[config.mk]
export PLATFORM = sky130hd
export DESIGN_NAME = slave_port_arbiter_flat
export DESIGN_NICKNAME = d
export VERILOG_FILES = /design/src/rtl/xbar_pkg.sv /design/src/rtl/slave_port_arbiter_if.sv /design/src/rtl/rr_picker.sv /design/src/rtl/slave_port_arbiter.sv /design/src/flat_wrapper.sv
export SDC_FILE = /design/constraint.sdc
export NUM_CORES = 1
export LEC_CHECK = 0
export CELL_PAD_IN_SITES_DETAIL_PLACEMENT = 0
export CELL_PAD_IN_SITES_GLOBAL_PLACEMENT = 2
export CORE_ASPECT_RATIO = 2
export CORE_MARGIN = 5
export CORE_UTILIZATION = 23
export DETAILED_ROUTE_END_ITERATION = 10
export PLACE_DENSITY = 0.92
export SLEW_MARGIN = 20
export SYNTH_ARGS = -nofsm -noshare
export SYNTH_HDL_FRONTEND = slang
export SYNTH_HIERARCHICAL = 1
export SYNTH_SLANG_ARGS = --single-unit
export TNS_END_PERCENT = 30
[constraint.sdc]
create_clock -name iClk -period 3.1 [get_ports iClk]
set_clock_uncertainty 0.2 [all_clocks]
set_input_delay 0.31 -clock iClk [delete_from_list [all_inputs] [get_ports iClk]]
set_output_delay 0.31 -clock iClk [all_outputs]
set_load 0.03 [all_outputs]
[src/rtl/xbar_pkg.sv]
// Shared types and constants for the crossbar slave-port arbiter.
package xbar_pkg;

  localparam int DATA_W = 32;

  localparam logic CMD_READ  = 1'b0;
  localparam logic CMD_WRITE = 1'b1;

  typedef enum logic [3:0] {
    ST_IDLE  = 4'b0001,
    ST_REQ   = 4'b0010,
    ST_RDATA = 4'b0100,
    ST_RESP  = 4'b1000
  } state_e;

  // Index width for a vector of n entries, never narrower than one bit.
  function automatic int idx_w(input int n);
    return (n > 1) ? $clog2(n) : 1;
  endfunction

endpackage

[src/rtl/slave_port_arbiter_if.sv]
// Master-side and slave-side buses of the arbiter. The "slave" modport is the
// arbiter (it serves the masters); "master" is the surrounding environment.
interface slave_port_arbiter_if #(
  parameter int pMasters = 4,
  parameter int pData_W  = 32
) ();

  logic [pMasters-1:0]         m_req;
  logic [pMasters-1:0]         m_cmd;
  logic [pMasters*pData_W-1:0] m_wdata;
  logic [pMasters-1:0]         m_ack;
  logic [pMasters-1:0]         m_err;
  logic [pData_W-1:0]          m_rdata;

  logic                        slave_req;
  logic                        slave_cmd;
  logic [pData_W-1:0]          slave_wdata;
  logic                        slave_ack;
  logic [pData_W-1:0]          slave_rdata;

  logic                        busy;

  modport slave (
    input  m_req, m_cmd, m_wdata, slave_ack, slave_rdata,
    output m_ack, m_err, m_rdata, slave_req, slave_cmd, slave_wdata, busy
  );

  modport master (
    output m_req, m_cmd, m_wdata, slave_ack, slave_rdata,
    input  m_ack, m_err, m_rdata, slave_req, slave_cmd, slave_wdata, busy
  );

endinterface

[src/rtl/rr_picker.sv]
// Combinational round-robin pick: first set request after last_i, wrapping.
module rr_picker
  import xbar_pkg::*;
#(
  parameter  int pMasters = 4,
  localparam int IDX_W    = idx_w(pMasters)
) (
  input  logic [pMasters-1:0] req_i,
  input  logic [IDX_W-1:0]    last_i,
  output logic [IDX_W-1:0]    grant_o,
  output logic                valid_o
);

  int               cand;
  logic [IDX_W-1:0] cand_idx;
  logic             found;

  always_comb begin
    grant_o  = '0;
    valid_o  = |req_i;
    found    = 1'b0;
    cand     = 0;
    cand_idx = '0;
    for (int k = 1; k <= pMasters; k++) begin
      cand     = (int'(last_i) + k) % pMasters;
      cand_idx = IDX_W'(cand);
      if (!found && req_i[cand_idx]) begin
        grant_o = cand_idx;
        found   = 1'b1;
      end
    end
  end

endmodule

[src/rtl/slave_port_arbiter.sv]
// Round-robin arbiter in front of a single slave port: one transaction at a
// time, registered outputs, ack timeout for a slave that never answers.
module slave_port_arbiter
  import xbar_pkg::*;
#(
  parameter int pMasters     = 4,
  parameter int pAck_Timeout = 64,
  parameter int pData_W      = DATA_W
) (
  input  logic                 iClk,
  input  logic                 iRst,
  slave_port_arbiter_if.slave  bus
);

  localparam int IDX_W = idx_w(pMasters);
  localparam int CNT_W = $clog2(pAck_Timeout + 1);
  localparam logic [CNT_W-1:0] CNT_LAST = CNT_W'(pAck_Timeout - 1);

  state_e              state_q, state_d;
  logic [IDX_W-1:0]    grant_q, grant_d;
  logic [IDX_W-1:0]    last_q, last_d;
  logic [CNT_W-1:0]    cnt_q, cnt_d;
  logic                req_q, req_d;
  logic                cmd_q, cmd_d;
  logic [pData_W-1:0]  wdata_q, wdata_d;
  logic [pData_W-1:0]  rdata_q, rdata_d;
  logic [pMasters-1:0] mack_q, mack_d;
  logic [pMasters-1:0] merr_q, merr_d;
  logic                busy_q, busy_d;

  logic [IDX_W-1:0]    pick;
  logic                pick_vld;
  logic [pData_W-1:0]  wdata_arr [pMasters];

  for (genvar i = 0; i < pMasters; i++) begin : g_wdata
    assign wdata_arr[i] = bus.m_wdata[i*pData_W +: pData_W];
  end

  rr_picker #(.pMasters(pMasters)) u_rr_picker (
    .req_i   (bus.m_req),
    .last_i  (last_q),
    .grant_o (pick),
    .valid_o (pick_vld)
  );

  always_ff @(posedge iClk or negedge iRst) begin
    if (!iRst) begin
      state_q <= ST_IDLE;
      grant_q <= '0;
      last_q  <= IDX_W'(pMasters - 1);
      cnt_q   <= '0;
      req_q   <= 1'b0;
      cmd_q   <= 1'b0;
      wdata_q <= '0;
      rdata_q <= '0;
      mack_q  <= '0;
      merr_q  <= '0;
      busy_q  <= 1'b0;
    end else begin
      state_q <= state_d;
      grant_q <= grant_d;
      last_q  <= last_d;
      cnt_q   <= cnt_d;
      req_q   <= req_d;
      cmd_q   <= cmd_d;
      wdata_q <= wdata_d;
      rdata_q <= rdata_d;
      mack_q  <= mack_d;
      merr_q  <= merr_d;
      busy_q  <= busy_d;
    end
  end

  // m_ack/m_err are loaded on the edge entering RESP so they are visible
  // exactly during the RESP cycle.
  always_comb begin
    state_d = state_q;
    grant_d = grant_q;
    last_d  = last_q;
    cnt_d   = cnt_q;
    req_d   = req_q;
    cmd_d   = cmd_q;
    wdata_d = wdata_q;
    rdata_d = rdata_q;
    mack_d  = '0;
    merr_d  = '0;

    case (state_q)
      ST_IDLE: begin
        if (pick_vld) begin
          grant_d = pick;
          cmd_d   = bus.m_cmd[pick];
          wdata_d = wdata_arr[pick];
          req_d   = 1'b1;
          cnt_d   = '0;
          state_d = ST_REQ;
        end
      end
      ST_REQ: begin
        if (bus.slave_ack) begin
          req_d = 1'b0;
          if (cmd_q == CMD_READ) begin
            state_d = ST_RDATA;
          end else begin
            mack_d[grant_q] = 1'b1;
            state_d         = ST_RESP;
          end
        end else if (cnt_q == CNT_LAST) begin
          req_d           = 1'b0;
          mack_d[grant_q] = 1'b1;
          merr_d[grant_q] = 1'b1;
          state_d         = ST_RESP;
        end else begin
          cnt_d = cnt_q + 1'b1;
        end
      end
      ST_RDATA: begin
        rdata_d         = bus.slave_rdata;
        mack_d[grant_q] = 1'b1;
        state_d         = ST_RESP;
      end
      ST_RESP: begin
        last_d  = grant_q;
        state_d = ST_IDLE;
      end
      default: state_d = ST_IDLE;
    endcase

    busy_d = (state_d != ST_IDLE);
  end

  assign bus.slave_req   = req_q;
  assign bus.slave_cmd   = cmd_q;
  assign bus.slave_wdata = wdata_q;
  assign bus.m_ack       = mack_q;
  assign bus.m_err       = merr_q;
  assign bus.m_rdata     = rdata_q;
  assign bus.busy        = busy_q;

endmodule

[src/flat_wrapper.sv]
// flat-port wrapper written by rule: the top's interface ports become plain ports
module slave_port_arbiter_flat import xbar_pkg::*;
#(
  parameter int pMasters     = 4,
  parameter int pAck_Timeout = 64,
  parameter int pData_W      = DATA_W
)
  (iClk, iRst, bus_m_req, bus_m_cmd, bus_m_wdata, bus_slave_ack, bus_slave_rdata, bus_m_ack, bus_m_err, bus_m_rdata, bus_slave_req, bus_slave_cmd, bus_slave_wdata, bus_busy);
  slave_port_arbiter_if #(.pMasters(pMasters), .pData_W(pData_W)) bus_i ();
  input  logic iClk;
  input  logic iRst;
  input wire logic [$bits(bus_i.m_req)-1:0] bus_m_req;
  input wire logic [$bits(bus_i.m_cmd)-1:0] bus_m_cmd;
  input wire logic [$bits(bus_i.m_wdata)-1:0] bus_m_wdata;
  input wire logic [$bits(bus_i.slave_ack)-1:0] bus_slave_ack;
  input wire logic [$bits(bus_i.slave_rdata)-1:0] bus_slave_rdata;
  output wire logic [$bits(bus_i.m_ack)-1:0] bus_m_ack;
  output wire logic [$bits(bus_i.m_err)-1:0] bus_m_err;
  output wire logic [$bits(bus_i.m_rdata)-1:0] bus_m_rdata;
  output wire logic [$bits(bus_i.slave_req)-1:0] bus_slave_req;
  output wire logic [$bits(bus_i.slave_cmd)-1:0] bus_slave_cmd;
  output wire logic [$bits(bus_i.slave_wdata)-1:0] bus_slave_wdata;
  output wire logic [$bits(bus_i.busy)-1:0] bus_busy;
  assign bus_i.m_req = bus_m_req;
  assign bus_i.m_cmd = bus_m_cmd;
  assign bus_i.m_wdata = bus_m_wdata;
  assign bus_i.slave_ack = bus_slave_ack;
  assign bus_i.slave_rdata = bus_slave_rdata;
  assign bus_m_ack = bus_i.m_ack;
  assign bus_m_err = bus_i.m_err;
  assign bus_m_rdata = bus_i.m_rdata;
  assign bus_slave_req = bus_i.slave_req;
  assign bus_slave_cmd = bus_i.slave_cmd;
  assign bus_slave_wdata = bus_i.slave_wdata;
  assign bus_busy = bus_i.busy;
  slave_port_arbiter #(.pMasters(pMasters), .pAck_Timeout(pAck_Timeout), .pData_W(pData_W)) u_core (.iClk(iClk), .iRst(iRst), .bus(bus_i));
endmodule
==> results of run 1 <==
## registers in the layout, summed over array words and instances, names as in the netlist, 2 cells and up
signal,count
u_core/state_q,4
u_core/bus.slave_wdata,32
u_core/bus.m_ack,4
u_core/bus.m_err,4
u_core/cnt_q,7
u_core/last_q,2
u_core/bus.m_rdata,32
u_core/grant_q,2
## cells by family (layout without fill, tap and decap cells)
group | after synthesis | in the layout | share of synthesized area
simple gates | 145 | 145 | 0.148
buf+inv | 25 | 275 | 0.0242
compound gates | 21 | 21 | 0.0353
mux | 68 | 68 | 0.265
flops | 90 | 90 | 0.525
fa+ha+maj | 1 | 1 | 0.00291
## layout make-up
type / count / area share
Multi-Input combinational cell: 235 / 0.269
Tap cell: 216 / 0.0369
Sequential cell: 90 / 0.308
Inverter: 6 / 0.00308
Clock inverter: 7 / 0.00769
Timing Repair Buffer: 253 / 0.345
Clock buffer: 9 / 0.0308
## worst max-delay path, delay by kind of cell
kind	cells	cell delay, ps
buf+inv	2	790
mux	1	550
compound gates	2	320
simple gates	3	350
## report_power, final
part / internal (mW) / leakage [nW] / total, mW / switching (mW)
Sequential: 1.66 / 1.15 / 1.97 / 0.302
Clock: 0.555 / 0.137 / 1.03 / 0.475
Combinational: 1.62 / 1.80 / 3.49 / 1.87
## layout by cell type (no fill, tap or decap), drive strengths merged, types with 2 or more instances in the layout
cell type,count
nor2,8
or3,2
nand2b,3
a21oi,6
buf,8
nor2b,2
inv,10
nand2,115
clkdlybuf4s50,244
clkinv,2
mux2,34
dfstp,3
nor3,3
dfrtp,87
o21ai,4
o211ai,2
nor4b,4
mux4,33
clkbuf,9
nand3,4
o31ai,3
## stage by stage
stage          setup slack, ps  instances  hold slack, ps  power (mW)
4_1_cts                    774        816             279        6.62
6_report                   762        816             274        6.49
2_1_floorplan              843        350            -186        4.06
3_5_place_dp               407        799             219        5.55
3_3_place_gp               489        799             207        5.48
5_1_grt                    587        816             298        6.94
## how the worst max path moves through the flow
stage / to / slack (ps) / cells past startpoint
4_1_cts: u_core/bus.slave_wdata[29] / 770 / 8
2_1_floorplan: u_core/bus.slave_wdata[10] / 840 / 7
3_5_place_dp: u_core/bus.slave_wdata[6] / 410 / 8
6_report: u_core/bus.slave_wdata[29] / 760 / 8
3_3_place_gp: u_core/bus.slave_wdata[6] / 490 / 8
5_1_grt: u_core/bus.slave_wdata[4] / 590 / 8
## routing by layer
metal,GRT usage,share of wire,vias up
met2,0.248,0.58,171
met4,0.0444,0.018,0
met5,0,0,-
met1,0.110,0.31,1756
li1,-,-,1729
met3,0.0402,0.091,13
==> impl_metrics.env, run 1 <==
export IMPL_grt_max_degree=57
export IMPL_grt_remaining_overflow=0
export IMPL_netlist_area_sq_um=4290
export IMPL_yosysTopAreaCell="dfrtp_1"
export IMPL_ir_worst_vdd_mv=0.314
export IMPL_drive_gt1_frac=0.173
export IMPL_rsz0062_at_grt="false"
export IMPL_critPathRequiredTime_ps=3120
export IMPL_fin_crit_sh=0.754
export IMPL_hold_buffers=1
export IMPL_final_hold_violation_count=0
export IMPL_register_area_sq_um=2260
export IMPL_antenna_found_initial=0
export IMPL_relSlewSlack=0.532
export IMPL_post_cts_setup_buffers=0
export IMPL_dpl_instance_area_sq_um=7030
export IMPL_row_count=70
export IMPL_path_max_fanout=34
export IMPL_synth_top_flop_cell="dfrtp_1"
export IMPL_worst_pin_slew_ps=701
export IMPL_synth_top_area_frac=0.507
export IMPL_cts_resized=0
export IMPL_power_density_nw_per_um2=886
export IMPL_stdcell_area_sq_um=7320
export IMPL_synth_most_common_cell="nand2_1"
export IMPL_maxCapViolations=0
export IMPL_yosysWarnings=6
export IMPL_grt_pass1_vias=4189
export IMPL_wl_per_cell_um=16.1
export IMPL_synthToLayoutAreaGrowth_pct=70.5
export IMPL_fillers=1759
export IMPL_synth_seq_area_share=0.525
export IMPL_synth_edf_count=0
export IMPL_start_util=0.235
export IMPL_worstPathCellList="clkdlybuf4s50_1 > nor2b_1 > a21oi_1 > o221ai_4 > buf_12 > mux4_2 > nand2_1 > nand2_1"
export IMPL_drt_iter0_markers=62
export IMPL_hold_start="u_core/bus.slave_wdata[1]"
export IMPL_synth_area_top_cells="dfrtp_1, mux4_2, nand2_1"
export IMPL_ff2ff_setup_slack_ps=830
export IMPL_cp_arrival_ps=2360
export IMPL_start_kind="input port"
export IMPL_leakagePower_nw=3.08
export IMPL_cts_tree="done"
export IMPL_io_pins=246
export IMPL_hp_class="reg -> reg"
export IMPL_gp_congestion=0.725
export IMPL_setup_tns_final_ps=0
export IMPL_core_area_sq_um=18300
export IMPL_yosys_top_cells_count="nand2_1, dfrtp_1, mux2_2, mux4_2, clkbuf_1"
export IMPL_antenna_diode_count=0
export IMPL_hold_path_cell_count=2
export IMPL_dp_hpwl_um=10800
export IMPL_vias_per_cell=4.50
export IMPL_multi_input_area_sq_um=1970
export IMPL_outcome="finished clean"
export IMPL_clock_sinks=90
export IMPL_fin_util=0.400
export IMPL_die_w_um=107
export IMPL_routed_wl_um=13100
export IMPL_clock_fmax_mhz=428
export IMPL_end_kind="flip-flop"
export IMPL_crit_type="in -> reg"
export IMPL_syn_avg_cell_area_sq_um=12.3
export IMPL_io_buffer_count=245
export IMPL_cpPeakStageDelay_ps=550
export IMPL_clk_insertion_delay_late_ps=340
export IMPL_ys_seq_elements=90
export IMPL_startpoint="bus_m_req[1]"
export IMPL_vias=3669
export IMPL_htree_levels=3
export IMPL_r2r_start="u_core/last_q[1]"
export IMPL_r2r_end="u_core/bus.slave_wdata[29]"
export IMPL_finalNetCount=767
export IMPL_grt_usage=0.123
export IMPL_clock_root_buffer="clkbuf_16"
export IMPL_grt_pass1_wl_um=21000
export IMPL_rr_worst_depth=6
export IMPL_critical_path_slowest_cell="mux4_2"
export IMPL_synth_async_reset_ratio=1.00
export IMPL_antenna_left=0
export IMPL_hold_end="u_core/bus.slave_wdata[1]"
export IMPL_ys_types=34
export IMPL_crit_top_cell="nand2_1"
export IMPL_cts_buffer_depth=2
export IMPL_die_area_sq_um=21700
export IMPL_synthCells=350
export IMPL_synthesis_nets=522
export IMPL_clkSlewWorstSetupHoldPaths_ps=60
export IMPL_dieHeight_um=203
export IMPL_first_pass_iters=4
export IMPL_cts_buffers_inserted=9
export IMPL_drv_slew=0
export IMPL_drc_errors=0
export IMPL_min_period_ps=2340
export IMPL_setup_viol=0
No activity file was read; power rests on OpenSTA's default activity.
==> run 2: changes to the inputs <==
CORE_UTILIZATION = 20   (was 23)
PLACE_DENSITY = 0.86   (was 0.92)
clock period = 2.1 ns   (was 3.1 ns; I/O delays follow)
==> run 2 against run 1 <==
The run now ends with setup timing left. Final area grew 5.5%. Count of clock-buffer cells in the layout grew 1. Total power grew 59%. Non-clock buffer count grew 14. Register-to-register slack lost 930 ps. Utilization shrank 3.9 points. Die area grew 14%. Wire length grew 13%. Largest cell class unchanged. Largest power group unchanged.
==> impl_metrics.env, run 2 (same netlist as run 1, synthesis figures left out) <==
export IMPL_rr_worst_depth=7
export IMPL_min_period_ps=2200
export IMPL_wl_met3_um=1180
export IMPL_io_pins=246
export IMPL_vias=3792
export IMPL_grt_usage=0.120
export IMPL_vias_per_cell=4.28
export IMPL_htree_levels=3
export IMPL_rsz0062_at_grt="true"
export IMPL_r2r_start="u_core/last_q[1]"
export IMPL_clk_insertion_delay_late_ps=350
export IMPL_hp_class="in -> async"
export IMPL_critPathRequiredTime_ps=2140
export IMPL_grt_pass1_wl_um=22400
export IMPL_clock_sinks=90
export IMPL_start_kind="flip-flop"
export IMPL_antenna_diode_count=0
export IMPL_setup_tns_final_ps=-2360
export IMPL_path_buf_inv=2
export IMPL_dieHeight_um=217
export IMPL_path_max_fanout=8
export IMPL_leakagePower_nw=3.22
export IMPL_fin_crit_sh=1.05
export IMPL_drc_errors=0
export IMPL_drv_slew=0
export IMPL_drive_gt1_frac=0.208
export IMPL_cts_buffers_inserted=9
export IMPL_critPathCapture="u_core/bus.slave_wdata[31]"
export IMPL_io_buffer_count=245
export IMPL_routed_wl_um=14800
export IMPL_startpoint="u_core/last_q[1]"
export IMPL_synthToLayoutAreaGrowth_pct=79.9
export IMPL_cp_arrival_ps=2240
export IMPL_critical_path_slowest_cell="dfstp_2"
export IMPL_start_util=0.201
export IMPL_cp_top_family="multiplexers"
export IMPL_wl_met2_um=8810
export IMPL_power_density_nw_per_um2=1330
export IMPL_cts_buffer_depth=2
export IMPL_end_kind="flip-flop"
export IMPL_die_w_um=114
export IMPL_stdcell_area_sq_um=7720
export IMPL_first_pass_iters=6
export IMPL_outcome="finished with violations"
export IMPL_final_common_cell="clkdlybuf4s50_1"
export IMPL_antenna_left=0
export IMPL_r2r_end="u_core/bus.slave_wdata[31]"
export IMPL_setup_viol=33
export IMPL_gp_congestion=0.722
export IMPL_violations="setup timing"
export IMPL_finalNetCount=781
export IMPL_crit_cells=7
export IMPL_dp_cells=862
export IMPL_drt_met1_wl_um=4480
export IMPL_wl_per_cell_um=16.7
export IMPL_worst_pin_slew_ps=551
export IMPL_row_count=76
export IMPL_clock_root_buffer="clkbuf_16"
export IMPL_cpPeakStageDelay_ps=620
export IMPL_final_hold_violation_count=0
export IMPL_top_layer="met4"
export IMPL_crit_top_cell="nand2_1"
export IMPL_core_area_sq_um=21400
export IMPL_cts_tree="done"
export IMPL_grt_max_degree=91
export IMPL_ir_worst_vdd_mv=0.548
export IMPL_drt_iter0_markers=61
export IMPL_worst_slack_ps=-101
export IMPL_antenna_found_initial=0
export IMPL_clkSlewWorstSetupHoldPaths_ps=70
export IMPL_relSlewSlack=0.627
export IMPL_dpl_instance_area_sq_um=7210
export IMPL_maxCapViolations=0
export IMPL_ff2ff_setup_slack_ps=-100
export IMPL_fillers=2081
export IMPL_crit_type="reg -> reg"
export IMPL_final_cell_mix="clkdlybuf4s50_1, nand2_1, dfrtp_1"
export IMPL_grt_pass1_vias=4283
export IMPL_die_area_sq_um=24700
export IMPL_worstPathCellList="mux2i_4 > o221ai_4 > buf_6 > buf_12 > mux4_2 > nand2_1 > nand2_1"
export IMPL_grt_remaining_overflow=0
export IMPL_finalNonFillerCells=887
export IMPL_clock_fmax_mhz=454
export IMPL_fin_util=0.361
export IMPL_dp_hpwl_um=11100
run 2: cell types whose count changed in the layout (fill, tap and decap cells not counted), sizes merged:
cell	before	now
bufinv	0	1
buf	8	21
inv	10	8
clkbuf	9	11
run 2: power breakdown:
group          leakage (nW)  switching, mW  internal, mW
clock                 0.145          0.736         0.940
combinational          1.93           2.96          2.77
sequential             1.15          0.457          2.46
run 2: worst min-delay path by stage:
stage / cells past startpoint / end / from
floorplan: 0 / u_core/bus.busy / iRst
global placement: 2 / u_core/bus.m_rdata[14] / iRst
detailed placement: 2 / u_core/bus.m_rdata[21] / iRst
CTS: 2 / u_core/bus.m_rdata[26] / bus_slave_rdata[26]
global route: 2 / u_core/bus.m_rdata[26] / bus_slave_rdata[26]
finish: 3 / u_core/bus.m_rdata[14] / iRst
run 2: worst reg2reg max path, stage by stage, from the launching register on:
cell and delay (ps):
dfstp_2 620, mux2i_4 270, o221ai_4 120, buf_6 160, buf_12 150, mux4_2 440, nand2_1 70, nand2_1 50
run 2: per-stage QoR:
step | total power, mW | hold WS [ps] | setup slack (ps)
finish | 10.3 | 237 | -101
global route | 11.0 | 252 | -180
CTS | 10.4 | 240 | -111
detailed placement | 8.40 | 107 | -382
global placement | 8.29 | 95.9 | -336
floorplan | 6.03 | -286 | -14.4
run 2: final cells by class:
type / count / area [sq um] / area share
inverter: 6 / 22.5 / 0.00292
clock buffer: 10 / 229 / 0.0296
clock inverter: 6 / 75.1 / 0.00972
sequential: 90 / 2260 / 0.292
multi-input combinational: 235 / 2040 / 0.264
timing repair buffer: 267 / 2770 / 0.358
tap: 273 / 342 / 0.0442
run 2: metal layers:
metal / GRT usage / vias to the layer above
met4: 0.0542 / 0
met5: 0 / -
met1: 0.106 / 1831
li1: - / 1755
met3: 0.0373 / 21
met2: 0.236 / 185
run 2: repair_timing:
| action | in CTS | in global routing |
|---|---|---|
| resized for setup | 7 | 14 |
| cloned | 2 | 1 |
| setup buffers | 3 | 2 |
| pin swaps | 23 | 12 |
| hold buffers | 1 | 0 |
| setup endpoints to repair | 33 | 45 |
| hold endpoints to repair | 87 | 0 |
